--- src/rtl/seg_scan_display_pkg.sv ---
// Shared constants and the BCD-nibble to active-low segment table for the
// multiplexed 7-segment display driver.
package seg_scan_display_pkg;

  localparam int unsigned NUM_DIGITS = 8;
  localparam int unsigned IDX_W      = 3;
  localparam int unsigned NIB_W      = 4;
  localparam int unsigned BCD_W      = NUM_DIGITS * NIB_W;
  localparam int unsigned SEG_W      = 8;

  // Active-low segment patterns ordered {dp,g,f,e,d,c,b,a}, dp off
  localparam logic [SEG_W-1:0] SEG_0    = 8'hC0;
  localparam logic [SEG_W-1:0] SEG_1    = 8'hF9;
  localparam logic [SEG_W-1:0] SEG_2    = 8'hA4;
  localparam logic [SEG_W-1:0] SEG_3    = 8'hB0;
  localparam logic [SEG_W-1:0] SEG_4    = 8'h99;
  localparam logic [SEG_W-1:0] SEG_5    = 8'h92;
  localparam logic [SEG_W-1:0] SEG_6    = 8'h82;
  localparam logic [SEG_W-1:0] SEG_7    = 8'hF8;
  localparam logic [SEG_W-1:0] SEG_8    = 8'h80;
  localparam logic [SEG_W-1:0] SEG_9    = 8'h90;
  localparam logic [SEG_W-1:0] SEG_DASH = 8'hBF;
  localparam logic [SEG_W-1:0] SEG_OFF  = 8'hFF;
  localparam logic [NUM_DIGITS-1:0] AN_OFF = 8'hFF;

  function automatic logic [SEG_W-1:0] digit_segments(input logic [NIB_W-1:0] nib);
    logic [SEG_W-1:0] s;
    case (nib)
      4'd0:    s = SEG_0;
      4'd1:    s = SEG_1;
      4'd2:    s = SEG_2;
      4'd3:    s = SEG_3;
      4'd4:    s = SEG_4;
      4'd5:    s = SEG_5;
      4'd6:    s = SEG_6;
      4'd7:    s = SEG_7;
      4'd8:    s = SEG_8;
      4'd9:    s = SEG_9;
      default: s = SEG_DASH;
    endcase
    return s;
  endfunction

endpackage

--- src/rtl/seg_scan_display_seg7_decode.sv ---
// Combinational digit decoder: BCD nibble plus decimal point and blank
// request to active-low segments.
module seg7_decode
  import seg_scan_display_pkg::*;
(
  input  logic [NIB_W-1:0] nibble,
  input  logic             dp,
  input  logic             blank,
  output logic [SEG_W-1:0] seg_c
);

  // A blank digit also suppresses its decimal point
  always_comb begin
    seg_c = SEG_OFF;
    if (!blank) begin
      seg_c = digit_segments(nibble);
      if (dp) seg_c[SEG_W-1] = 1'b0;
    end
  end

endmodule

--- src/rtl/seg_scan_display.sv ---
// Time-multiplexed 8-digit common-anode 7-segment driver with per-frame
// BCD snapshot, leading-zero blanking and an anti-ghosting gap per slot.
module seg_scan_display
  import seg_scan_display_pkg::*;
#(
  parameter int unsigned SCAN_DIV = 100000,
  parameter int unsigned GAP_CYC  = 16
) (
  input  logic                  clk,
  input  logic                  rst,
  input  logic [BCD_W-1:0]      bcd,
  input  logic [NUM_DIGITS-1:0] dp_mask,
  input  logic                  blank_lz,
  input  logic                  en,
  output logic [NUM_DIGITS-1:0] an,
  output logic [SEG_W-1:0]      seg
);

  localparam int unsigned CNT_W = (SCAN_DIV > 1) ? $clog2(SCAN_DIV) : 1;

  logic [CNT_W-1:0]      cnt;
  logic [IDX_W-1:0]      idx;
  logic [BCD_W-1:0]      shadow;
  logic                  load_pend;
  logic                  tick_c;
  logic                  gap_c;
  logic [NUM_DIGITS-1:0] lz_c;
  logic [NIB_W-1:0]      nibble_c;
  logic                  blank_c;
  logic [SEG_W-1:0]      dec_seg_c;
  logic [NUM_DIGITS-1:0] an_nxt_c;
  logic [SEG_W-1:0]      seg_nxt_c;

  assign tick_c = (cnt == CNT_W'(SCAN_DIV - 1));
  assign gap_c  = (cnt < CNT_W'(GAP_CYC));

  // lz_c[k] is set when shadow digits 7..k are all zero; digit 0 never qualifies
  always_comb begin
    logic run;
    run  = 1'b1;
    lz_c = '0;
    for (int k = NUM_DIGITS - 1; k >= 1; k--) begin
      run     = run & (shadow[NIB_W*k +: NIB_W] == '0);
      lz_c[k] = run;
    end
  end

  assign nibble_c = shadow[{idx, 2'b00} +: NIB_W];
  assign blank_c  = blank_lz & lz_c[idx];

  seg7_decode u_decode (
    .nibble (nibble_c),
    .dp     (dp_mask[idx]),
    .blank  (blank_c),
    .seg_c  (dec_seg_c)
  );

  always_comb begin
    an_nxt_c  = AN_OFF;
    seg_nxt_c = SEG_OFF;
    if (en && !gap_c) begin
      an_nxt_c  = ~(NUM_DIGITS'(1) << idx);
      seg_nxt_c = dec_seg_c;
    end
  end

  // Prescaler, digit index, frame snapshot and output registers
  always_ff @(posedge clk or posedge rst) begin
    if (rst) begin
      cnt       <= '0;
      idx       <= '0;
      shadow    <= '0;
      load_pend <= 1'b1;
      an        <= AN_OFF;
      seg       <= SEG_OFF;
    end else begin
      cnt <= tick_c ? '0 : cnt + CNT_W'(1);
      if (tick_c) idx <= idx + IDX_W'(1);
      if (load_pend) begin
        shadow    <= bcd;
        load_pend <= 1'b0;
      end else if (tick_c && idx == IDX_W'(NUM_DIGITS - 1)) begin
        shadow <= bcd;
      end
      an  <= an_nxt_c;
      seg <= seg_nxt_c;
    end
  end

endmodule
--- config.mk ---
export PLATFORM = sky130hd
export DESIGN_NAME = seg_scan_display
export DESIGN_NICKNAME = d
export VERILOG_FILES = /design/src/rtl/seg_scan_display_pkg.sv /design/src/rtl/seg_scan_display_seg7_decode.sv /design/src/rtl/seg_scan_display.sv
export SDC_FILE = /design/constraint.sdc
export NUM_CORES = 1
export LEC_CHECK = 0
export BUFFER_PORTS_ARGS = -buffer_cell sky130_fd_sc_hd__buf_4
export CAP_MARGIN = 20
export CORE_MARGIN = 4
export CORE_UTILIZATION = 32
export DETAILED_ROUTE_END_ITERATION = 10
export PLACE_DENSITY = 0.5
export SYNTH_ARGS = -nofsm -noshare
export SYNTH_HDL_FRONTEND = slang
export SYNTH_SLANG_ARGS = --single-unit
--- constraint.sdc ---
create_clock -name clk -period 2.75 [get_ports clk]
set_input_delay 0.825 -clock clk [delete_from_list [all_inputs] [get_ports clk]]
set_output_delay 0.825 -clock clk [all_outputs]
set_load 0.01 [all_outputs]
==> results.txt <==
From left edge to right edge, the die measures 111.8 µm. The iteration count of the initial detailed-routing pass is 4. The count of input and output buffers came out at just under 60. The net count of the finished layout came out at around 380. The endpoint of the worst register-to-register path is seg[0]. The share of total power in combinational logic came out at about an eighth. The share of total power consumed by net switching came out at 22.75%. 60 I/O pins were placed.

TritonCTS built the clock tree. The layout cell share with drive strength beyond 1 is between 40% and 50%. Registers are responsible for between 40% and 50% of the overall power.

The proportion of power drawn by the clock network came out at around two fifths. The setup TNS is 0 ns. The flip-flop and latch count after synthesis came out at 69.

The final-report setup violation count is 0. The worst register-to-register path begins at idx[0]. Setup repair after global routing left no endpoint under its margin. The number of enable-type register cells in the synthesized netlist came out at 0.

The maximum clock frequency came out at approximately 0.41 GHz. The synthesized design spends more area on one cell type than any other, namely sky130_fd_sc_hd__dfrtp_1. The async set or reset register ratio after synthesis is between 90% and 100%. In this run the worst hold path is classified as reg -> reg. STA puts the critical path data required time at a little under 3 ns. The placeable core region came out at 10420 µm².

The count of pins over their slew limit came out at 0. The clock net sink count is 69. The number of global-route vias before repair came out at around 2300. The CTS buffer count is 9. For this run, the register share of the synthesized area comes to roughly half.

The count of routing violations after the opening detailed-route iteration is 37. The HPWL after detailed placement is around 5200 µm. The design internal power is between 1500 and 2000 µW.

The run finished with clean final reports. The worst relative slew slack came out at roughly 46%. The count of antenna-violating nets left after detailed routing came out at 0. The area share of the largest cell type after synthesis came out at a little under two fifths. Clock-pin slew was measured on the worst setup and hold paths at roughly 0.07 ns.

For this run, the leading register cell type out of synthesis is sky130_fd_sc_hd__dfrtp_1. The worst-margin pin slew is approximately 0.8 ns. The detailed-route wire length came out at roughly 7000 µm.

The first global-routing pass estimated 11590 µm of wire. Counting distinct cell types in the post-synthesis netlist gives 39. The net switching power came out at slightly above 500 µW.

The area after detailed placement is 4044 µm². The floorplan die area is roughly 12000 µm². The startpoint kind of the worst setup timing path is a flop. Sorting the synthesized cells by area gives the leading types as sky130_fd_sc_hd__dfrtp_1 38%, sky130_fd_sc_hd__mux2_4 13%, sky130_fd_sc_hd__dfstp_2 13%, sky130_fd_sc_hd__mux4_1 6.1%, sky130_fd_sc_hd__ha_1 4.4%.

The critical path endpoint category is a flop. The insertion delay to the later sink of the worst-skew pair is 0.34 ns. The share of the clock period used by the worst path after layout came out at just under 90%. The final design area excluding fillers came out at approximately 4300 µm².

The cell count of the worst reg-to-reg path came out at 6. The antenna diode count is 0. The wire length per cell after detailed routing is 15.10 µm. The total power density per cell area is between 500 and 600 nW/µm².

Counting I/O delays and the setup requirement, the final critical path takes between 2 and 2.5 ns. The worst hold path endpoint is cnt[0]. The worst-case IR drop observed on VDD is around 310 µV. Counting tap cells, the placed design contains a total of 447 instances. The worst register-to-register path has a setup slack of approximately 0.3 ns. The mean area per synthesized cell is approximately 13 µm².

The number of stages on the worst hold path is 1. The die span in y came out at 111.8 µm. The max-capacitance violation count is 0.

Dividing the detail-routed via count by the number of cells gives about 4.7. The global router's overall resource usage is approximately an eighth. At the end of routability-driven placement, the weighted congestion stood at roughly 0.77. The maximum number of pins on one net before global-route repair came out at between 40 and 50. Along the worst path, the maximum fanout reaches 15. The post-CTS setup-driven buffer insertion count is 0. The net count after synthesis came out at roughly 310.

The most common cell in the netlist is sky130_fd_sc_hd__dfrtp_1. The critical path goes through mux4_1 -> mux2i_1 -> inv_1 -> ha_1 -> a21oi_1 -> o21ai_0. The floorplan row count is 37. Hold repair after CTS inserted 0 buffers. The netlist area before placement is 3447 µm².

The maximum count of clock buffers along a single path came out at 2. Post-CTS repair changed the size of 0 cells. The count of synthesis-stage warnings from yosys came out at 0. The critical path start-end classification is reg -> reg. The startpoint of the worst hold path is cnt[0].

The cell sitting at the root of the clock tree is a sky130_fd_sc_hd__clkbuf_8. Excluding fillers, the count of instances in the completed layout stands at between 400 and 500. The slowest stage of the critical path belongs to the cell sky130_fd_sc_hd__dfrtp_1. The area growth from synthesis to layout is 23.30%. The vias after detailed routing is about 2200. The CTS H-tree depth came out at 3. The number of hold violations in the final report is 0. The number of cells produced by synthesis came out at around 260. In this run the static leakage power is 0.001908 µW.

The initial antenna violation count is 0. The endpoint arrival time on the critical path is 2.67 ns. The delay of the slowest cell on the worst path is roughly 0.75 ns. By count the netlist is led by 52 x sky130_fd_sc_hd__dfrtp_1, 30 x sky130_fd_sc_hd__mux2_4, 28 x sky130_fd_sc_hd__nand2_1. The total overflow left after global routing is 0. The clock arrives with between 0.01 and 0.015 ns of skew. The number of DRC violations after detailed routing came out at 0. The initial standard-cell utilization of the core is between 30% and 40%.
state kept, by name (all words and copies together), names as in the netlist:
register	cells
shadow	32
cnt	17
an	8
seg	8
idx	3
load_pend	1
critical path: cells and delay by family, from the launching register on:
kind | cells | cell delay [ns]
fa+ha+maj | 1 | 0.20
buf+inv | 1 | 0.13
mux | 2 | 1.00
flops | 1 | 0.75
compound gates | 2 | 0.26
cell usage in the layout, fill, tap and decap left out, types with 4 or more instances in the layout:
| cell | Yosys | layout |
|---|---|---|
| sky130_fd_sc_hd__buf_4 | 0 | 60 |
| sky130_fd_sc_hd__dfrtp_1 | 52 | 52 |
| sky130_fd_sc_hd__mux2_4 | 30 | 30 |
| sky130_fd_sc_hd__nand2_1 | 28 | 28 |
| sky130_fd_sc_hd__dfstp_2 | 17 | 17 |
| sky130_fd_sc_hd__nor2_1 | 13 | 13 |
| sky130_fd_sc_hd__ha_1 | 12 | 12 |
| sky130_fd_sc_hd__nor4_1 | 10 | 10 |
| sky130_fd_sc_hd__xnor2_1 | 10 | 10 |
| sky130_fd_sc_hd__o21ai_0 | 9 | 9 |
| sky130_fd_sc_hd__clkbuf_8 | 0 | 9 |
| sky130_fd_sc_hd__mux4_1 | 8 | 8 |
| sky130_fd_sc_hd__inv_1 | 8 | 7 |
| sky130_fd_sc_hd__nand3_1 | 6 | 6 |
| sky130_fd_sc_hd__xor2_1 | 6 | 6 |
| sky130_fd_sc_hd__a21oi_1 | 5 | 5 |
| sky130_fd_sc_hd__mux2i_1 | 4 | 4 |
| sky130_fd_sc_hd__mux2_2 | 4 | 4 |
power by group through the flow:
stage	registers [µW]	clock network [µW]	logic, µW
after floorplan	1140	0	177
after global placement	1160	0	278
after detailed placement	1150	0	280
after CTS	1140	900	281
after global routing	1140	944	304
final	1140	868	276
worst max path at each step:
stage	from	to	cells after the start
floorplan	rst	cnt[0]	1
finish	idx[0]	seg[0]	6
global route	idx[0]	seg[0]	6
global placement	idx[0]	seg[0]	6
CTS	idx[0]	seg[0]	6
detailed placement	idx[0]	seg[0]	6
cell families (layout without fill, tap and decap cells):
| kind of cell | count (synthesis) | in the layout | share of synthesized area (%) |
|---|---|---|---|
| other | 1 | 1 | 0.1088 |
| AND/OR/NAND/NOR | 71 | 71 | 10.05 |
| multiplexers | 50 | 50 | 23.99 |
| buffers and inverters | 16 | 87 | 3.049 |
| flip-flops | 69 | 69 | 50.71 |
| AO/OA/AOI/OAI | 21 | 21 | 3.666 |
| adder cells (fa/ha/maj) | 12 | 12 | 4.356 |
| XOR/XNOR | 16 | 16 | 4.065 |
through the flow:
step           setup slack, ns  util (%)  power (µW)  hold slack (ns)
4_1_cts                 0.2907     40.80        2318           0.4865
3_3_place_gp            0.3765     38.82        1433           0.4732
5_1_grt                0.05163     40.80        2392           0.5003
2_1_floorplan           0.2133         -        1314           0.4549
6_report                0.3028     40.80        2280           0.4841
3_5_place_dp            0.3089     38.82        1435           0.4773
routing by layer:
metal | wire (µm) | track usage, % | up-vias
met3 | 299 | 3.098 | 7
met4 | 85 | 4.623 | 0
met1 | 3225 | 14.88 | 1057
li1 | - | - | 1048
met5 | 0 | 0 | -
met2 | 3379 | 19.18 | 44
cell type report:
cell class / instances / area, µm²
Sequential cell: 69 / 1748
Timing Repair Buffer: 62 / 490.5
Clock inverter: 5 / 75.07
Multi-Input combinational cell: 171 / 1602
Fill cell: 1013 / 6166
Tap cell: 136 / 170.2
Clock buffer: 11 / 131.4
Inverter: 9 / 33.78
Power figures use the tool's default switching activity.
